`src/rtl/sync_rx_fifo.sv`:
```
// Receive-side consumer for the DataSync crossing: captures each synchronised word
// exactly once into a small first-word-fall-through FIFO and serves it as a valid/ready stream.
module sync_rx_fifo #(
  parameter int DATA_WIDTH = 4,
  parameter int DEPTH      = 4,
  parameter int CW         = $clog2(DEPTH) + 1
) (
  input  logic                  clk,
  input  logic                  rst_n,
  input  logic [DATA_WIDTH-1:0] in_data,
  input  logic                  in_data_valid,
  output logic                  in_data_retrieved,
  output logic [DATA_WIDTH-1:0] m_data,
  output logic                  m_valid,
  input  logic                  m_ready,
  output logic [CW-1:0]         count,
  output logic                  full
);

  localparam int AW = $clog2(DEPTH);

  typedef enum logic [1:0] {IDLE, ACK, WAIT_DROP} state_t;

  state_t                state_q;
  logic                  retrieved_q;
  logic [AW-1:0]         wr_ptr_q, wr_ptr_d;
  logic [AW-1:0]         rd_ptr_q, rd_ptr_d;
  logic [CW-1:0]         count_q, count_d;
  logic [DATA_WIDTH-1:0] mem [DEPTH];

  logic push;
  logic pop;

  assign full    = (count_q == CW'(DEPTH));
  assign m_valid = (count_q != '0);
  assign count   = count_q;
  assign m_data  = mem[rd_ptr_q];

  assign in_data_retrieved = retrieved_q;

  // Push uses the pre-edge occupancy, so a same-cycle pop never frees room for it.
  assign push = (state_q == IDLE) && in_data_valid && !full;
  assign pop  = m_valid && m_ready;

  always_comb begin
    wr_ptr_d = push ? wr_ptr_q + 1'b1 : wr_ptr_q;
    rd_ptr_d = pop  ? rd_ptr_q + 1'b1 : rd_ptr_q;
    count_d  = count_q;
    case ({push, pop})
      2'b10:   count_d = count_q + 1'b1;
      2'b01:   count_d = count_q - 1'b1;
      default: count_d = count_q;
    endcase
  end

  // Storage is left unreset so it maps onto plain distributed/block memory.
  always_ff @(posedge clk) begin
    if (push) begin
      mem[wr_ptr_q] <= in_data;
    end
  end

  always_ff @(posedge clk or negedge rst_n) begin
    if (!rst_n) begin
      state_q     <= IDLE;
      retrieved_q <= 1'b0;
      wr_ptr_q    <= '0;
      rd_ptr_q    <= '0;
      count_q     <= '0;
    end else begin
      wr_ptr_q <= wr_ptr_d;
      rd_ptr_q <= rd_ptr_d;
      count_q  <= count_d;
      case (state_q)
        IDLE: begin
          retrieved_q <= 1'b0;
          if (push) begin
            state_q     <= ACK;
            retrieved_q <= 1'b1;
          end
        end
        ACK: begin
          state_q     <= WAIT_DROP;
          retrieved_q <= 1'b0;
        end
        WAIT_DROP: begin
          // Valid lingers while the retrieval crosses back; re-arm only once it drops.
          retrieved_q <= 1'b0;
          if (!in_data_valid) begin
            state_q <= IDLE;
          end
        end
        default: begin
          state_q     <= IDLE;
          retrieved_q <= 1'b0;
        end
      endcase
    end
  end

endmodule
```
`config.mk`:
```
export PLATFORM = sky130hd
export DESIGN_NAME = sync_rx_fifo
export DESIGN_NICKNAME = d
export VERILOG_FILES = /design/src/rtl/sync_rx_fifo.sv
export SDC_FILE = /design/constraint.sdc
export NUM_CORES = 1
export LEC_CHECK = 0
export CAP_MARGIN = 15
export CORE_MARGIN = 1
export CORE_UTILIZATION = 37
export DETAILED_ROUTE_END_ITERATION = 7
export PLACE_DENSITY = 0.58
export SLEW_MARGIN = 10
export SYNTH_ARGS = -nofsm -noshare
export SYNTH_HDL_FRONTEND = slang
export SYNTH_SLANG_ARGS = --single-unit
export TNS_END_PERCENT = 20
```
`constraint.sdc`:
```
create_clock -name clk -period 4.2 [get_ports clk]
set_input_delay 0.42 -clock clk [delete_from_list [all_inputs] [get_ports clk]]
set_output_delay 0.42 -clock clk [all_outputs]
set_load 0.02 [all_outputs]
```
==> metrics <==
status=complete, but fails checks; violated checks=design-rule violations; DRT Pass-1 Iters=6; Die Height=56.9 µm; number of nets still failing antenna checks after routing=0; gpl congestion=0.689; Synth top area share=43.1%; Synth top cells by count=edfxtp_1, dfrtp_1, inv_1; EDFF count, synth=16; Leakage=0.529 nW; Hold Buf Count CTS=0; antenna cells=0; first-pass GRT wire length=2670 µm; CTS Buffer Depth=2; Slowest-stage cell, CP=dfrtp_1; Max VDD drop=0.303 mV; fill cell count=243; Worst Setup Start Kind=flip-flop; CP peak stage delay=570 ps; Die ar.=0.00324 mm²; Die W=56.9 µm; final wirelength=1570 µm; post-CTS setup buffers=0; CTS tree=done; Crit Path Category=reg -> out; initial antenna violation count=0; Overflow after GRT=0; initial core utilization=39.7%; total track usage=11.5%; dpl hpwl=1190 µm; final std cells w/o fill=116; Final Cycle Share=57.6%; Hold Fails Final Rpt=0; # setup viols final=0; drt first-iter violations=16; cts repair resizes=0; Power Internal=663 µW; final routed DRC violation total=4; hold crit path type=in -> async; Mapped Avg Cell Area=17.2 µm²; Worst Path Required=3780 ps; Yosys warnings=0; RSZ-0062 raised after global routing=no; sequential cell area fraction in the yosys report=65.5%; pwr dens=727 mW/mm²; crit path cell chain=mux4_2 > clkdlybuf4s50_1; max_cap viols=0; fmax=0.413 GHz; #FFs+latches synth=26; Slew @ Worst Pin=457 ps; number of cells after detailed placement=112; Distinct cells, synth=21; final worst path period need=2420 ps; area delta synth->final=23.0%; Gate power share=40.7%; PortBufs=17; Clk network pwr share=17.1%; io pins=18; Synth async-reset ratio=38.5%; Slew Viols, Final=0; headroom to the max-slew limit=69.4%; P_sw=334 µW; htree depth=1; Avg WL per Cell=13.6 µm; final layout net count=100; Sw Ratio=33.5%; CORE AREA=0.00281 mm²; Arr. time, crit path=2000 ps; FP Rows=19; vias per cell=4.79; Clock Root Buffer=clkbuf_4; CP Max Fanout=6; synth top area cells=edfxtp_1, dfrtp_1, mux4_2; dominant synthesized flop cell=edfxtp_1; largest net degree at the start of global routing=16; TritonCTS Buffers=3; count leader, synth=edfxtp_1; syn nets=79; synthesized instance count=65; vias after detailed routing=556; setup_tns=0 ps; Reg clk slew, reported paths=140 ps; Sink Count=26; clock skew=2.82 ps; vias in the first global route=547; biggest area consumer among synthesized cells=edfxtp_1; layout cells sized above 1=12.9%; Sequential Power Share=42.2%; Clk Latency, worst-skew pair=320 ps; Worst Setup End Kind=output port; Cell Area, Synth=0.00111 mm²
flip-flops by register name, indices dropped and copies added (netlist names):
signal             flops
count                  3
in_data_retrieved      1
mem                   16
rd_ptr_q               2
state_q                2
wr_ptr_q               2
final timing paths:
check | start | to | slack [ps] | cells after the start
min reg2reg | state_q[0] | state_q[0] | 520 | 1
max reg2reg | count[0] | count[2] | 2100 | 9
max in group asynchronous | rst_n | rd_ptr_q[1] | 3500 | 1
min | rst_n | count[1] | 390 | 1
min in group clk | state_q[0] | state_q[0] | 520 | 1
max | rd_ptr_q[0] | m_data[3] | 1780 | 2
routing by layer:
metal	part of all wire, %	global-route usage (%)	vias up
li1	-	-	272
met4	0.83	4.18	0
met3	5.3	4.38	2
met2	47	15.8	13
met5	0	0	-
met1	47	16.3	269
worst max-delay path, delay by kind of cell (launching register included):
kind                   cells  cell delay [ps]
DFF                        1              570
muxes                      1              550
buffers and inverters      1              550
cell families (layout without fill, tap and decap cells):
| family | after synthesis | in the layout | synth area share, % |
|---|---|---|---|
| xor+xnor | 6 | 6 | 4.71 |
| mux | 6 | 6 | 10.3 |
| compound gates | 2 | 2 | 1.23 |
| fa+ha+maj | 6 | 6 | 7.41 |
| flops | 26 | 26 | 65.5 |
| simple gates | 11 | 11 | 7.97 |
| buf+inv | 8 | 28 | 2.81 |
final cells by class:
type,instances,area [µm²],share of cell area [%]
flip-flops and latches,26,731,53.3
multi-input cells,31,353,25.7
repair buffers,17,170,12.4
well taps,31,38.8,2.83
clock inverters,1,30.0,2.19
inverters,7,26.3,1.92
clock buffers,3,22.5,1.64
stage by stage:
stage | instance area (µm²) | util (%) | hold WS [ps] | worst slack, ps | total power, mW
CTS | 1370 | 48.9 | 408 | 1740 | 1.01
global route | 1370 | 48.9 | 413 | 1650 | 1.06
finish | 1370 | 48.9 | 394 | 1780 | 0.997
floorplan | 1110 | - | 124 | 1950 | 0.688
detailed placement | 1320 | 47.0 | 511 | 1830 | 0.840
global placement | 1320 | 47.0 | 505 | 1850 | 0.837
power by group through the flow:
| stage | Clock (mW) | Sequential, mW | Combinational, mW |
|---|---|---|---|
| 6_report | 0.171 | 0.420 | 0.405 |
| 5_1_grt | 0.190 | 0.432 | 0.440 |
| 4_1_cts | 0.173 | 0.422 | 0.413 |
| 3_5_place_dp | 0 | 0.429 | 0.411 |
| 3_3_place_gp | 0 | 0.428 | 0.410 |
| 2_1_floorplan | 0 | 0.423 | 0.264 |
cell usage in the layout (no fill, tap or decap), types with 3 or more instances in the layout:
cell	instances
inv_1	7
xor2_1	3
edfxtp_1	16
ha_1	5
and2_1	4
mux4_2	4
xnor2_1	3
clkdlybuf4s50_1	17
dfrtp_1	10
clkbuf_4	3
No activity file was read; power rests on OpenSTA's default activity.
